--- src/rtl/datapath_op_sequencer_if.sv ---
// Command, datapath and result signals of the datapath op sequencer.
// master = sequencer side, slave = command source / datapath / result sink side.
interface datapath_op_sequencer_if #(
    parameter int WIDTH = 16,
    parameter int SEL_W = 2
);
    // Handshakes: a beat transfers on the rising edge where valid & ready are both 1;
    // valid and its payload stay stable until that edge, and ready may depend on state only.
    logic             cmd_valid;
    logic             cmd_ready;
    logic [WIDTH-1:0] cmd_data;
    logic [SEL_W-1:0] cmd_sel;

    logic [WIDTH-1:0] dp_in;
    logic [SEL_W-1:0] dp_sel;
    logic [WIDTH-1:0] dp_out;

    logic             res_valid;
    logic             res_ready;
    logic [WIDTH-1:0] res_data;
    logic [SEL_W-1:0] res_sel;

    modport master (
        input  cmd_valid, cmd_data, cmd_sel, dp_out, res_ready,
        output cmd_ready, dp_in, dp_sel, res_valid, res_data, res_sel
    );

    modport slave (
        output cmd_valid, cmd_data, cmd_sel, dp_out, res_ready,
        input  cmd_ready, dp_in, dp_sel, res_valid, res_data, res_sel
    );
endinterface

--- src/rtl/datapath_op_sequencer.sv ---
// Queues (data, sel) commands, issues them one at a time to the datapath,
// waits SETTLE cycles and returns the captured datapath result.
module datapath_op_sequencer #(
    parameter int WIDTH  = 16,
    parameter int SEL_W  = 2,
    parameter int DEPTH  = 4,
    parameter int SETTLE = 2
) (
    input  logic                       clock,
    input  logic                       reset,
    input  logic                       flush,
    datapath_op_sequencer_if.master    bus,
    output logic [$clog2(DEPTH+1)-1:0] fifo_count,
    output logic                       busy,
    output logic [1:0]                 state
);
    localparam int PTR_W = $clog2(DEPTH);
    localparam int CNT_W = $clog2(SETTLE) + 1;
    localparam int CW    = $clog2(DEPTH + 1);

    typedef enum logic [1:0] {
        IDLE   = 2'd0,
        WAIT   = 2'd1,
        RESULT = 2'd2
    } state_t;

    state_t           state_q, state_d;
    logic [WIDTH-1:0] data_mem [DEPTH];
    logic [SEL_W-1:0] sel_mem  [DEPTH];
    logic [PTR_W-1:0] wr_ptr, rd_ptr;
    logic [CW-1:0]    count_q;
    logic [CNT_W-1:0] settle_q;
    logic [WIDTH-1:0] dp_in_q, res_data_q;
    logic [SEL_W-1:0] dp_sel_q, res_sel_q;
    logic             res_valid_q;
    logic             cmd_ready_w, push, pop, capture;

    assign cmd_ready_w   = (count_q < CW'(DEPTH)) & ~flush;
    assign push          = bus.cmd_valid & cmd_ready_w;
    assign bus.cmd_ready = cmd_ready_w;
    assign bus.dp_in     = dp_in_q;
    assign bus.dp_sel    = dp_sel_q;
    assign bus.res_valid = res_valid_q;
    assign bus.res_data  = res_data_q;
    assign bus.res_sel   = res_sel_q;
    assign fifo_count    = count_q;
    assign busy          = (state_q != IDLE) | (count_q != '0);
    assign state         = state_q;

    always_ff @(posedge clock or negedge reset) begin
        if (!reset) state_q <= IDLE;
        else        state_q <= state_d;
    end

    always_comb begin
        state_d = state_q;
        pop     = 1'b0;
        capture = 1'b0;
        case (state_q)
            IDLE: if (count_q != '0) begin
                pop     = 1'b1;
                state_d = WAIT;
            end
            WAIT: if (settle_q == '0) begin
                capture = 1'b1;
                state_d = RESULT;
            end
            RESULT: if (bus.res_ready) state_d = IDLE;
            default: state_d = IDLE;
        endcase
        // flush overrides everything the FSM wanted to do this edge
        if (flush) begin
            state_d = IDLE;
            pop     = 1'b0;
            capture = 1'b0;
        end
    end

    // Storage only; emptiness is tracked by count_q, so no reset is needed here.
    always_ff @(posedge clock) begin
        if (push) begin
            data_mem[wr_ptr] <= bus.cmd_data;
            sel_mem[wr_ptr]  <= bus.cmd_sel;
        end
    end

    always_ff @(posedge clock or negedge reset) begin
        if (!reset) begin
            wr_ptr      <= '0;
            rd_ptr      <= '0;
            count_q     <= '0;
            settle_q    <= '0;
            dp_in_q     <= '0;
            dp_sel_q    <= '0;
            res_valid_q <= 1'b0;
            res_data_q  <= '0;
            res_sel_q   <= '0;
        end else if (flush) begin
            wr_ptr      <= '0;
            rd_ptr      <= '0;
            count_q     <= '0;
            res_valid_q <= 1'b0;
        end else begin
            if (push) wr_ptr <= wr_ptr + PTR_W'(1);
            case ({push, pop})
                2'b10:   count_q <= count_q + CW'(1);
                2'b01:   count_q <= count_q - CW'(1);
                default: count_q <= count_q;
            endcase
            if (pop) begin
                rd_ptr   <= rd_ptr + PTR_W'(1);
                dp_in_q  <= data_mem[rd_ptr];
                dp_sel_q <= sel_mem[rd_ptr];
                settle_q <= CNT_W'(SETTLE - 1);
            end else if (state_q == WAIT && !capture) begin
                settle_q <= settle_q - CNT_W'(1);
            end
            if (capture) begin
                res_data_q  <= bus.dp_out;
                res_sel_q   <= dp_sel_q;
                res_valid_q <= 1'b1;
            end else if (state_q == RESULT && bus.res_ready) begin
                res_valid_q <= 1'b0;
            end
        end
    end
endmodule

--- src/flat_wrapper.sv ---
// flat-port wrapper written by rule: the top's interface ports become plain ports
module datapath_op_sequencer_flat 
#(
    parameter int WIDTH  = 16,
    parameter int SEL_W  = 2,
    parameter int DEPTH  = 4,
    parameter int SETTLE = 2
)
  (clock, reset, flush, fifo_count, busy, state, bus_cmd_valid, bus_cmd_data, bus_cmd_sel, bus_dp_out, bus_res_ready, bus_cmd_ready, bus_dp_in, bus_dp_sel, bus_res_valid, bus_res_data, bus_res_sel);
  datapath_op_sequencer_if #(.WIDTH(WIDTH), .SEL_W(SEL_W)) bus_i ();
  input  logic clock;
  input  logic reset;
  input  logic flush;
  output logic [$clog2(DEPTH+1)-1:0] fifo_count;
  output logic busy;
  output logic [1:0] state;
  input wire logic [$bits(bus_i.cmd_valid)-1:0] bus_cmd_valid;
  input wire logic [$bits(bus_i.cmd_data)-1:0] bus_cmd_data;
  input wire logic [$bits(bus_i.cmd_sel)-1:0] bus_cmd_sel;
  input wire logic [$bits(bus_i.dp_out)-1:0] bus_dp_out;
  input wire logic [$bits(bus_i.res_ready)-1:0] bus_res_ready;
  output wire logic [$bits(bus_i.cmd_ready)-1:0] bus_cmd_ready;
  output wire logic [$bits(bus_i.dp_in)-1:0] bus_dp_in;
  output wire logic [$bits(bus_i.dp_sel)-1:0] bus_dp_sel;
  output wire logic [$bits(bus_i.res_valid)-1:0] bus_res_valid;
  output wire logic [$bits(bus_i.res_data)-1:0] bus_res_data;
  output wire logic [$bits(bus_i.res_sel)-1:0] bus_res_sel;
  assign bus_i.cmd_valid = bus_cmd_valid;
  assign bus_i.cmd_data = bus_cmd_data;
  assign bus_i.cmd_sel = bus_cmd_sel;
  assign bus_i.dp_out = bus_dp_out;
  assign bus_i.res_ready = bus_res_ready;
  assign bus_cmd_ready = bus_i.cmd_ready;
  assign bus_dp_in = bus_i.dp_in;
  assign bus_dp_sel = bus_i.dp_sel;
  assign bus_res_valid = bus_i.res_valid;
  assign bus_res_data = bus_i.res_data;
  assign bus_res_sel = bus_i.res_sel;
  datapath_op_sequencer #(.WIDTH(WIDTH), .SEL_W(SEL_W), .DEPTH(DEPTH), .SETTLE(SETTLE)) u_core (.clock(clock), .reset(reset), .flush(flush), .bus(bus_i), .fifo_count(fifo_count), .busy(busy), .state(state));
endmodule
--- config.mk ---
export PLATFORM = sky130hd
export DESIGN_NAME = datapath_op_sequencer_flat
export DESIGN_NICKNAME = d
export VERILOG_FILES = /design/src/rtl/datapath_op_sequencer_if.sv /design/src/rtl/datapath_op_sequencer.sv /design/src/flat_wrapper.sv
export SDC_FILE = /design/constraint.sdc
export NUM_CORES = 1
export LEC_CHECK = 0
export BUFFER_PORTS_ARGS = -buffer_cell sky130_fd_sc_hd__buf_2
export CAP_MARGIN = 20
export CORE_ASPECT_RATIO = 0.75
export CORE_UTILIZATION = 55
export CTS_BUF_LIST = sky130_fd_sc_hd__clkbuf_8
export DETAILED_ROUTE_END_ITERATION = 8
export PLACE_DENSITY_LB_ADDON = 0.1
export SYNTH_ARGS = -nofsm -noshare
export SYNTH_HDL_FRONTEND = slang
export SYNTH_SLANG_ARGS = --single-unit
--- constraint.sdc ---
create_clock -name clock -period 3.1 [get_ports clock]
set_input_delay 0.155 -clock clock [delete_from_list [all_inputs] [get_ports clock]]
set_output_delay 0.155 -clock clock [all_outputs]
set_load 0.03 [all_outputs]
; Word-level counts from Yosys, hierarchy flattened
; Memories as Yosys holds them, arrays and structs flattened. A register that Yosys moved wholly into a read port is not among the register bits.
; Index checks and enable logic that the tools add are counted.
[word_totals]
output_inout_bits = 44
elab_cells = 69
ramBits = 72
regBits = 30
mem_count = 2
[classes]
magnitude_cmp = 1
n_bitwise = 4
add_sub_neg = 5
reduce_logical = 18
n_mux = 24
n_eq_ne = 7
[memory_table]
columns = memory, words, word_bits, rd, rd_ports_with_merged_regs, write_ports, line
row1 = u_core.data_mem, 4, 16, 1, 1, 1, datapath_op_sequencer.sv:28  ; logic [WIDTH-1:0] data_mem [DEPTH];
row2 = u_core.sel_mem, 4, 2, 1, 1, 1, datapath_op_sequencer.sv:29  ; logic [SEL_W-1:0] sel_mem [DEPTH];
[ops]
columns = op, count
row1 = $mux W2, 10
row2 = $mux W1, 11
row3 = $reduce_bool A3 Y1, 3
row4 = $reduce_bool A2 Y1, 4
row5 = $ne A3 B2 Y1 const B, 2
row6 = $pmux W2 S3, 1
row7 = $pmux W3 S2, 1
row8 = $reduce_and A2 Y1, 3
row9 = $add A2 B1 Y2 const B, 2
row10 = $eq A2 B1 Y1 const B, 2
row11 = $eq A2 B2 Y1 const B, 2
row12 = $logic_not A2 Y1, 2
row13 = $add A3 B1 Y3 const B, 1
row14 = $logic_not A1 Y1, 3
row15 = $lt A3 B3 Y1 const B, 1
row16 = $mux W3, 1
row17 = $ne A3 B3 Y1 const B, 1
row18 = $reduce_and A3 Y1, 1
row19 = $sub A3 B1 Y3 const B, 1
row20 = $and A1 B1 Y1, 2
row21 = $logic_and A1 B1 Y1, 2
row22 = $sub A2 B1 Y2 const B, 1
row23 = $not A1 Y1, 1
row24 = $or A1 B1 Y1, 1

; Logic depth before layout (Yosys ltp)
; Gate-level depths: netlist of run 1.
[logic_depth]
ltp_word = 8
mapped_depth = 10
ltp_nobuf = 7

; Worst setup path before layout of run 1
; No wires, ideal clock.
[synth_timing]
path_kind = reg-to-reg
from = register u_core.state_q[1], in the netlist u_core.state[1]
to = register u_core.count_q[1], in the netlist u_core.fifo_count[1]
stages_incl_launch_ff = 11
path_slack_ps = 593
t_required_ps = 2950
arrival_ps = 2357
setup_ps = 150
path_cell_list = dfrtp_1 buf_6 or2_0 buf_2 or3_4 buf_6 nor2_1 fa_1 nor2b_1 o211ai_1 o311ai_0
[synth_via]
elab_chain_len = 6
word_cells_on_any_way = 8
classes_between = 2 x eq/ne / 4 x mux / 2 x reduce/logical
[synth_rtl]
columns = element, line
row1 = start: declaration, datapath_op_sequencer.sv:27  ; state_t state_q, state_d;
row2 = start signal: assignment, datapath_op_sequencer.sv:52  ; else state_q <= state_d;
row3 = $logic_not A2 Y1 (*), datapath_op_sequencer.sv:59  ; case (state_q)
row4 = $mux W1 (*), datapath_op_sequencer.sv:59
row5 = $mux W1 (*), datapath_op_sequencer.sv:72  ; if (flush) begin
row6 = $eq A2 B1 Y1 or $eq A2 B2 Y1 (tied branches), datapath_op_sequencer.sv:105  ; case ({push, pop})
row7 = $pmux W3 S2, datapath_op_sequencer.sv:105
row8 = $mux W3, datapath_op_sequencer.sv:98  ; end else if (flush) begin
row9 = end signal: assignment, datapath_op_sequencer.sv:106  ; 2'b10: count_q <= count_q + CW'(1);
row10 = end signal: assignment, datapath_op_sequencer.sv:107  ; 2'b01: count_q <= count_q - CW'(1);
row11 = end signal: assignment, datapath_op_sequencer.sv:108  ; default: count_q <= count_q;
row12 = end: declaration, datapath_op_sequencer.sv:31  ; logic [CW-1:0] count_q;
; Every way passes the cells marked *; elsewhere a longest branch is shown, timed or not.
; A chain may end at the register's enable or synchronous reset.

; Worst setup path in the final report of run 1
; Same ends and word-level chain as after synthesis.

==> results.sh, run 1 <==
export IMPL_antenna_found_initial=0
export IMPL_fmax_mhz=389
export IMPL_dpl_cell_count=441
export IMPL_syn_cell_area_um2=4790
export IMPL_ys_ff_latch=120
export IMPL_p_int_w=0.00365
export IMPL_area_growth_pct=26.5
export IMPL_synth_top_family_by_area="multiplexers"
export IMPL_antennaDiodeCount=0
export IMPL_initial_utilization=0.566
export IMPL_dp_slack_ns=0.578
export IMPL_switchingPower_w=0.00186
export IMPL_muxShareOfSynthArea=0.190
export IMPL_power_density_nw_per_um2=909
export IMPL_path_max_fanout=20
export IMPL_vias_per_cell=5.19
export IMPL_track_usage=0.201
export IMPL_h_tree_depth=4
export IMPL_vias=2643
export IMPL_final_hold_violation_count=0
export IMPL_report_final_slew_viol_count=0
export IMPL_coreArea_um2=8450
export IMPL_numCtsBuffers=17
export IMPL_sw_frac_of_total=0.337
export IMPL_final_cell_area_um2=6060
export IMPL_p_leak_nw=2.50
export IMPL_arrival_ns=2.85
export IMPL_cts_setup_buffers=0
export IMPL_worst_setup_path_type="reg2reg"
export IMPL_pwr_share_comb=0.343
export IMPL_worst_slack_ns=0.527
export IMPL_die_w_um=110
export IMPL_dpl_instance_area_um2=5320
export IMPL_first_iter_violations=128
export IMPL_synth_simple_gate_area_frac=0.0452
export IMPL_rows=29
export IMPL_tritoncts="done"
export IMPL_fin_cells=509
export IMPL_syn_num_nets=302
export IMPL_synth_compound_area_share=0.0209
export IMPL_worstHoldPathType="in2reg"
export IMPL_ir_drop_uv=641
export IMPL_synth_warnings=0
export IMPL_finalSetupViolations=0
export IMPL_final_setup_tns_ns=0
export IMPL_insertion_delay_ns=0.42
export IMPL_cp_data_required_time_ns=3.38
export IMPL_critPathCaptureType="flop"
export IMPL_seqPwrFrac=0.416
export IMPL_p_clk_frac=0.241
export IMPL_grt_pass1_wl_um=12500
export IMPL_seq_area_frac_synth=0.703
export IMPL_relSlewSlack=0.398
export IMPL_max_cap_violations=0
export IMPL_ys_types=38
export IMPL_grt_remaining_overflow=0
export IMPL_synthXorXnorAreaFrac=0.00366
export IMPL_rsz0062_at_grt="false"
export IMPL_synthCells=257
export IMPL_startpoint_type="flop"
export IMPL_clock_sinks=120
export IMPL_wl_per_cell_um=16.5
export IMPL_cts_buffer_depth=2
export IMPL_dieArea_um2=9080
export IMPL_avgSynthCellArea_um2=18.6
export IMPL_final_min_clock_period_ns=2.57
export IMPL_drcViolationCount=0
export IMPL_gp_congestion=0.724
export IMPL_nets=433
export IMPL_port_buffers=82
export IMPL_root_buffer="clkbuf_8"
export IMPL_grt_max_degree=36
export IMPL_fin_worst_skew_ns=0.0101
export IMPL_period_share=0.830
export IMPL_firstDrtPassIters=4
export IMPL_wirelength_um=8420
export IMPL_grt_pass1_vias=2468
export IMPL_clk_pin_slew_worst_paths_ns=0.07
export IMPL_layout_drive_gt1_share=0.434
export IMPL_tightestPinTransition_ns=0.903
export IMPL_io_pins=83
export IMPL_fin_hold_ws_ns=0.110
export IMPL_die_h_um=82.8
export IMPL_drtAntennaViolNets=0
export IMPL_status="complete, no violations"
export IMPL_yosys_area_share_adder=0.0173
export IMPL_dp_hpwl_um=5030
[synth_stat cells (all sizes together)]
master	instances	area, µm²
a2bb2oi	1	8.76
nor4b	1	8.76
dfrtp	48	1200
edfxtp	72	2160
nor2	10	40.0
or2	2	12.5
nand4b	1	8.76
nor3	2	10.0
mux2	38	495
o31ai	1	7.51
nor2b	3	18.8
nor3b	3	22.5
xnor2	2	17.5
buf	8	58.8
o22ai	1	6.26
clkbuf	5	18.8
nand3	1	5.00
a21o	1	7.51
a31oi	1	6.26
and2	5	31.3
nand3b	1	7.51
ha	5	62.6
o21ai	4	20.0
a21oi	4	20.0
nand2	4	15.0
o311ai	1	8.76
nand2b	1	6.26
inv	5	18.8
fa	1	20.0
mux4	18	405
or3	4	30.0
mux2i	1	10.0
o211ai	2	15.0
[what timing repair did]
item	CTS	global route
hold buffers	36	0
gates resized for setup	0	0
endpoints found under the hold margin	123	0
[path summary, 6_finish.rpt]
check	cells past startpoint	start	to	slack, ns
hold reg to reg	1	u_core.bus.res_data[15]$_DFFE_PN0P_	u_core.bus.res_data[15]$_DFFE_PN0P_	0.50
min in group asynchronous	2	reset	u_core.bus.dp_in[13]$_DFFE_PN0P_	0.34
setup / recovery	7	u_core.state[1]$_DFFE_PN0P_	u_core.fifo_count[1]$_DFFE_PN0P_	0.53
setup reg to reg	7	u_core.state[1]$_DFFE_PN0P_	u_core.fifo_count[1]$_DFFE_PN0P_	0.53
hold / removal	2	flush	u_core.bus.res_valid$_DFFE_PN0P_	0.11
max in group asynchronous	3	reset	u_core.bus.dp_in[14]$_DFFE_PN0P_	2.05
[critical path, stage by stage (launching register included)]
cell,delay (ns)
dfrtp_1,0.47
or2_0,0.38
or3_4,0.57
nor2_1,0.18
fa_1,0.43
nor2b_1,0.15
o211ai_1,0.10
o311ai_0,0.15
[metrics by stage]
stage,utilization,power [W]
floorplan,-,0.00368
global placement,0.629,0.00414
detailed placement,0.629,0.00418
CTS,0.716,0.00556
global route,0.716,0.00581
finish,0.716,0.00551
[registers in the layout, summed over array words and instances (netlist names), 3 cells and up]
name	cells
u_core.data_mem	64
u_core.bus.res_data	16
u_core.bus.dp_in	16
u_core.fifo_count	3
u_core.sel_mem	8
[cells by family (layout without fill, tap and decap cells)]
group                    Yosys count  after routing
flip-flops                       120            120
adder cells (fa/ha/maj)            6              6
AO/OA/AOI/OAI                     16             16
multiplexers                      57             57
AND/OR/NAND/NOR                   38             38
buffers and inverters             18            162
XOR/XNOR                           2              2
[power by group through the flow]
stage / Combinational (W) / Clock [W] / Sequential, W
floorplan: 0.000920 / 0 / 0.00276
global placement: 0.00183 / 0 / 0.00230
detailed placement: 0.00186 / 0 / 0.00232
CTS: 0.00190 / 0.00137 / 0.00229
global route: 0.00203 / 0.00144 / 0.00234
finish: 0.00189 / 0.00133 / 0.00229
[placed cells by master, fill, tap and decap left out, drive strengths merged]
cell,count
inv,7
mux2i,1
nand2,4
a2bb2oi,1
o311ai,1
clkinv,10
a31oi,1
a21oi,4
nand3b,1
o21ai,4
dlygate4sd3,36
or2,2
fa,1
nand3,1
bufinv,3
nand4b,1
buf,89
o22ai,1
nor2,10
mux2,38
and2,5
or3,4
nor4b,1
nand2b,1
nor3,2
o211ai,2
clkbuf,17
o31ai,1
a21o,1
mux4,18
xnor2,2
ha,5
edfxtp,72
dfrtp,48
nor2b,3
nor3b,3
[layout make-up]
cell class,count,area (µm²)
Multi-Input combinational cell,119,1330
Clock inverter,15,143
Tap cell,108,135
Clock buffer,17,234
Fill cell,542,2400
Inverter,5,18.8
Timing Repair Buffer,125,836
Sequential cell,120,3360
[metal layers]
layer | vias up | GRT usage | part of all wire
li1 | 1246 | - | -
met1 | 1314 | 0.261 | 0.46
met2 | 73 | 0.302 | 0.47
met3 | 10 | 0.0773 | 0.053
met4 | 0 | 0.0920 | 0.014
met5 | - | 0 | 0
Note: power is estimated with default switching activity, not from simulation.
==> run 2: changes to the inputs <==
--- a/config.mk
+++ b/config.mk
@@ -5,6 +5,7 @@
 export SDC_FILE = /design/constraint.sdc
 export NUM_CORES = 1
 export LEC_CHECK = 0
+export ABC_AREA = 1
 export BUFFER_PORTS_ARGS = -buffer_cell sky130_fd_sc_hd__buf_2
 export CAP_MARGIN = 20
 export CORE_ASPECT_RATIO = 0.75
==> constraint.sdc (replaced) <==
create_clock -name clock -period 2.46 [get_ports clock]
set_input_delay 0.123 -clock clock [delete_from_list [all_inputs] [get_ports clock]]
set_output_delay 0.123 -clock clock [all_outputs]
set_load 0.03 [all_outputs]
==> results.sh, run 2 <==
export IMPL_period_share=0.875
export IMPL_nets=556
export IMPL_dpl_cell_count=562
export IMPL_antennaDiodeCount=0
export IMPL_ys_ff_latch=120
export IMPL_path_max_fanout=18
export IMPL_pwr_share_comb=0.351
export IMPL_die_h_um=82.7
export IMPL_synth_ff_type="edfxtp_1"
export IMPL_rsz0062_at_grt="false"
export IMPL_tightestPinTransition_ns=0.654
export IMPL_syn_num_nets=424
export IMPL_avgSynthCellArea_um2=12.6
export IMPL_sw_frac_of_total=0.370
export IMPL_p_clk_frac=0.256
export IMPL_max_stage_delay_ns=0.57
export IMPL_synth_most_common_cell="nor2_1"
export IMPL_fin_cells=632
export IMPL_wl_per_cell_um=15.5
export IMPL_worst_setup_path_type="reg2reg"
export IMPL_switchingPower_w=0.00263
export IMPL_io_pins=83
export IMPL_final_min_clock_period_ns=2.15
export IMPL_syn_cell_area_um2=4770
export IMPL_port_buffers=82
export IMPL_yosys_area_top_type_share=0.453
export IMPL_startpoint_type="flop"
export IMPL_dieArea_um2=9060
export IMPL_regMostFlops="u_core.data_mem"
export IMPL_root_buffer="clkbuf_8"
export IMPL_wirelength_um=9820
export IMPL_synthArstFlopShare=0.400
export IMPL_path_delay_family="buffers and inverters"
export IMPL_synthTopCellsByCount="93 x nor2_1, 72 x edfxtp_1, 48 x dfrtp_1"
export IMPL_fmax_mhz=465
export IMPL_h_tree_depth=4
export IMPL_grt_util_met3=0.0738
export IMPL_crit_slowest_cell="dlygate4sd3_1"
export IMPL_final_cell_mix="89 x nor2_1, 82 x buf_2, 72 x edfxtp_1, 48 x dfrtp_1, 44 x o21ai_0"
export IMPL_ys_top_cells_by_area="edfxtp_1 45%, dfrtp_1 25%, nor2_1 7.3%"
export IMPL_clock_sinks=120
export IMPL_ctsHoldBuffers=38
export IMPL_cts_setup_buffers=0
export IMPL_layout_drive_gt1_share=0.282
export IMPL_p_leak_nw=2.61
export IMPL_rows=29
export IMPL_status="complete, no violations"
export IMPL_fin_worst_skew_ns=0.0113
export IMPL_seq_area_frac_synth=0.705
export IMPL_max_cap_violations=0
export IMPL_fillers=612
export IMPL_critPathCaptureType="flop"
export IMPL_grt_max_degree=49
export IMPL_synth_edf_count=72
export IMPL_gp_congestion=0.820
export IMPL_clk_pin_slew_worst_paths_ns=0.07
export IMPL_finalSetupViolations=0
export IMPL_ys_types=30
export IMPL_coreArea_um2=8450
export IMPL_final_cell_area_um2=6070
export IMPL_firstDrtPassIters=5
export IMPL_antenna_found_initial=0
export IMPL_synthCells=379
export IMPL_dpl_instance_area_um2=5290
export IMPL_final_common_cell="nor2_1"
export IMPL_numCtsBuffers=17
export IMPL_power_density_nw_per_um2=1170
export IMPL_synth_top_cell_by_area="edfxtp_1"
export IMPL_report_final_slew_viol_count=0
export IMPL_initial_utilization=0.565
export IMPL_drtAntennaViolNets=0
export IMPL_die_w_um=110
export IMPL_met1_usage=0.287
export IMPL_largest_reg_flops=64
export IMPL_cp_data_required_time_ns=2.83
export IMPL_cts_buffer_depth=2
export IMPL_arrival_ns=2.52
export IMPL_vias_per_cell=5.03
export IMPL_relSlewSlack=0.564
export IMPL_ir_drop_uv=782
export IMPL_crit_buf_inv=3
export IMPL_first_iter_violations=182
export IMPL_drcViolationCount=0
export IMPL_synth_warnings=0
export IMPL_vias=3181
export IMPL_track_usage=0.237
export IMPL_grt_pass1_vias=3065
export IMPL_grt_pass1_wl_um=15100
export IMPL_seqPwrFrac=0.393
export IMPL_postCtsResizedCells=0
export IMPL_grt_remaining_overflow=0
export IMPL_dp_hpwl_um=5450
export IMPL_insertion_delay_ns=0.43
export IMPL_final_hold_violation_count=0
export IMPL_p_int_w=0.00449
export IMPL_grt_use_met2=0.394
export IMPL_path_cells="inv_1 > ha_1 > nand3_2 > buf_4 > o31ai_1 > dlygate4sd3_1"
export IMPL_top_usage_layer="met2"
export IMPL_area_growth_pct=27.3
export IMPL_worstHoldPathType="in2reg"
export IMPL_tritoncts="done"
[run 2: changes by cell type after synthesis, sizes merged, moves of 4 or more]
cell   delta
mux2     -22
o21ai    +41
nand2    +20
nand3     +6
buf       +5
and2      -5
inv      +18
nor2     +86
mux4     -18
a31oi    +15
or3       -4
[run 2: cell type report]
cell class / count / area, µm² / share of cell area
repair buffers: 129 / 858 / 0.141
multi-input cells: 220 / 1230 / 0.202
inverters: 23 / 88.8 / 0.0146
well taps: 108 / 135 / 0.0222
clock buffers: 17 / 234 / 0.0385
clock inverters: 15 / 168 / 0.0276
flip-flops and latches: 120 / 3360 / 0.554
[run 2: metal layers]
layer	vias to the layer above	part of all wire
li1	1572	-
met4	0	0.014
met5	-	0
met3	12	0.047
met2	93	0.48
met1	1504	0.45
[run 2: cells by family (layout without fill, tap and decap cells)]
group | Yosys count | count (layout) | synth area share
flip-flops | 120 | 120 | 0.705
XOR/XNOR | 1 | 1 | 0.00184
buffers and inverters | 39 | 184 | 0.0404
AND/OR/NAND/NOR | 129 | 129 | 0.110
AO/OA/AOI/OAI | 68 | 68 | 0.0773
adder cells (fa/ha/maj) | 6 | 6 | 0.0173
multiplexers | 16 | 16 | 0.0488
[run 2: power groups by stage]
stage	clock (W)	sequential, W	combinational [W]
after global routing	0.00194	0.00285	0.00274
after detailed placement	0	0.00283	0.00245
final	0.00183	0.00280	0.00250
after floorplan	0	0.00346	0.00117
after CTS	0.00185	0.00280	0.00250
after global placement	0	0.00281	0.00241
[run 2: path summary, 6_finish.rpt]
path | startpoint | end | slack (ns) | cells after the start
worst max-delay path | u_core.settle_q[0]$_DFFE_PN0P_ | u_core.state[1]$_DFFE_PN0P_ | 0.31 | 6
worst min-delay path | flush | u_core.settle_q[1]$_DFFE_PN0P_ | 0.16 | 4
worst max register to register | u_core.settle_q[0]$_DFFE_PN0P_ | u_core.state[1]$_DFFE_PN0P_ | 0.31 | 6
worst min register to register | u_core.bus.res_sel[1]$_DFFE_PN0P_ | u_core.bus.res_sel[1]$_DFFE_PN0P_ | 0.49 | 2
max in group asynchronous | reset | u_core.bus.dp_in[8]$_DFFE_PN0P_ | 1.65 | 3
min in group asynchronous | reset | u_core.bus.dp_in[2]$_DFFE_PN0P_ | 0.35 | 3
[run 2: worst min-delay path: stages]
cell and delay, ns:
buf_2 0.17, nor2_2 0.07, nand3b_1 0.10, o22ai_1 0.08
[run 2: through the flow]
step / hold slack (ns) / total power [W] / utilization / setup slack (ns) / setup TNS, ns
floorplan: -0.173 / 0.00463 / - / -0.0230 / -1.66
detailed placement: 0.282 / 0.00528 / 0.626 / 0.438 / 0
CTS: 0.123 / 0.00715 / 0.719 / 0.301 / 0
global placement: 0.270 / 0.00522 / 0.626 / 0.584 / 0
finish: 0.156 / 0.00712 / 0.719 / 0.308 / 0
global route: 0.150 / 0.00753 / 0.719 / 0.143 / 0
==> run 3: changes to the inputs <==
--- a/config.mk
+++ b/config.mk
@@ -8,8 +8,10 @@
 export ABC_AREA = 1
 export BUFFER_PORTS_ARGS = -buffer_cell sky130_fd_sc_hd__buf_2
 export CAP_MARGIN = 20
+export CELL_PAD_IN_SITES_DETAIL_PLACEMENT = 0
+export CELL_PAD_IN_SITES_GLOBAL_PLACEMENT = 1
 export CORE_ASPECT_RATIO = 0.75
-export CORE_UTILIZATION = 55
+export CORE_UTILIZATION = 46
 export CTS_BUF_LIST = sky130_fd_sc_hd__clkbuf_8
 export DETAILED_ROUTE_END_ITERATION = 8
 export PLACE_DENSITY_LB_ADDON = 0.1
==> results.sh, run 3 (synthesis results as in run 2) <==
export IMPL_startpoint_type="flop"
export IMPL_dp_slack_ns=0.498
export IMPL_insertion_delay_ns=0.42
export IMPL_grt_remaining_overflow=0
export IMPL_drcViolationCount=0
export IMPL_final_cell_area_um2=6120
export IMPL_relSlewSlack=0.569
export IMPL_clk_pin_slew_worst_paths_ns=0.07
export IMPL_largest_reg_flops=64
export IMPL_dpl_instance_area_um2=5320
export IMPL_final_hold_violation_count=0
export IMPL_root_buffer="clkbuf_8"
export IMPL_r2r_slack_ns=0.46
export IMPL_final_setup_tns_ns=0
export IMPL_final_cell_mix="89 x nor2_1, 82 x buf_2, 72 x edfxtp_1, 48 x dfrtp_1, 44 x o21ai_0"
export IMPL_path_max_fanout=22
export IMPL_worstHoldPathType="in2reg"
export IMPL_drtAntennaViolNets=0
export IMPL_numCtsBuffers=17
export IMPL_rr_worst_depth=5
export IMPL_area_growth_pct=28.3
export IMPL_r2r_end="u_core.state[1]$_DFFE_PN0P_"
export IMPL_multi_input_area_um2=1230
export IMPL_min_from="flush"
export IMPL_clock_sinks=120
export IMPL_timing_rr_start="u_core.settle_q[0]$_DFFE_PN0P_"
export IMPL_power_density_nw_per_um2=1170
export IMPL_rows=31
export IMPL_rsz0062_at_grt="false"
export IMPL_worst_setup_path_type="reg2reg"
export IMPL_layout_drive_gt1_share=0.290
export IMPL_final_min_clock_period_ns=2.00
export IMPL_ir_drop_uv=519
export IMPL_antennaDiodeCount=0
export IMPL_h_tree_depth=4
export IMPL_tightestPinTransition_ns=0.646
export IMPL_track_usage=0.196
export IMPL_finalSetupViolations=0
export IMPL_initial_utilization=0.485
export IMPL_vias_per_cell=4.81
export IMPL_worst_slack_ns=0.461
export IMPL_final_common_cell="nor2_1"
export IMPL_antenna_found_initial=0
export IMPL_wl_per_cell_um=14.9
export IMPL_status="complete, no violations"
export IMPL_grt_pass1_vias=3214
export IMPL_cts_setup_buffers=0
export IMPL_vias=3157
export IMPL_tritoncts="done"
export IMPL_regMostFlops="u_core.data_mem"
export IMPL_dieArea_um2=10800
export IMPL_coreArea_um2=9850
export IMPL_dp_hpwl_um=5990
export IMPL_die_h_um=90.2
export IMPL_fmax_mhz=500
export IMPL_ctsHoldBuffers=38
export IMPL_fin_hold_ws_ns=0.141
export IMPL_fin_worst_skew_ns=0.0122
export IMPL_period_share=0.813
export IMPL_min_to="u_core.wr_ptr[0]$_DFFE_PN0P_"
export IMPL_hold_depth=4
export IMPL_wirelength_um=9790
export IMPL_register_area_um2=3360
export IMPL_cp_data_required_time_ns=2.81
export IMPL_report_final_slew_viol_count=0
export IMPL_first_iter_violations=181
export IMPL_fillers=827
export IMPL_critPathCaptureType="flop"
export IMPL_max_cap_violations=0
export IMPL_postCtsResizedCells=0
export IMPL_grt_pass1_wl_um=15900
export IMPL_nets=556
export IMPL_gp_congestion=0.736
export IMPL_io_pins=83
export IMPL_port_buffers=82
export IMPL_firstDrtPassIters=4
export IMPL_grt_max_degree=38
export IMPL_die_w_um=120
export IMPL_cts_buffer_depth=2
export IMPL_arrival_ns=2.35
export IMPL_p_leak_nw=2.59
-- run 3: changes by cell type in the layout (fill, tap and decap cells not counted), sizes merged --
cell / before / now
clkinvlp: 0 / 5
inv: 26 / 24
clkinv: 8 / 5
-- run 3: per-stage QoR --
step / std cells / util / total power [W]
6_report: 656 / 0.621 / 0.00714
3_3_place_gp: 586 / 0.540 / 0.00526
4_1_cts: 656 / 0.621 / 0.00723
2_1_floorplan: 379 / - / 0.00463
5_1_grt: 656 / 0.621 / 0.00758
3_5_place_dp: 586 / 0.540 / 0.00530
-- run 3: worst max path at each step --
stage          slack [ns]  depth (start not counted)                              from                          endpoint
3_3_place_gp         0.55                         11  u_core.fifo_count[2]$_DFFE_PN0P_  u_core.fifo_count[2]$_DFFE_PN0P_
6_report             0.46                          5    u_core.settle_q[0]$_DFFE_PN0P_       u_core.state[1]$_DFFE_PN0P_
4_1_cts              0.43                          5    u_core.settle_q[0]$_DFFE_PN0P_       u_core.state[1]$_DFFE_PN0P_
3_5_place_dp         0.50                         11  u_core.fifo_count[2]$_DFFE_PN0P_  u_core.fifo_count[2]$_DFFE_PN0P_
5_1_grt              0.32                          5    u_core.settle_q[0]$_DFFE_PN0P_       u_core.state[1]$_DFFE_PN0P_
2_1_floorplan       -0.02                          3  u_core.fifo_count[2]$_DFFE_PN0P_   u_core.data_mem[0][0]$_DFFE_PP_
-- run 3: power breakdown --
part           internal [W]  total [W]  switching, W
logic              0.000850    0.00248       0.00163
registers           0.00257    0.00281      0.000243
clock network       0.00109    0.00186      0.000770
total               0.00450    0.00714       0.00264
-- run 3: worst max-delay path, cell delays in order (launching register included) --
cell and delay (ns):
dfrtp_1 0.36, inv_1 0.08, ha_1 0.18, nand3_2 0.51, o31ai_1 0.23, dlygate4sd3_1 0.58
-- run 3: final cells by class --
class	instances	area share
flip-flops and latches	120	0.549
multi-input cells	220	0.200
repair buffers	129	0.140
clock buffers	17	0.0382
clock inverters	15	0.0302
well taps	132	0.0270
inverters	23	0.0145
-- run 3: routing by layer --
layer / wire (µm) / up-vias / track usage / share of wire
met3: 377 / 4 / 0.0520 / 0.039
met5: 0 / - / 0 / 0
met1: 4620 / 1517 / 0.250 / 0.47
met4: 52 / 0 / 0.0615 / 0.0053
li1: - / 1567 / - / -
met2: 4740 / 69 / 0.326 / 0.48
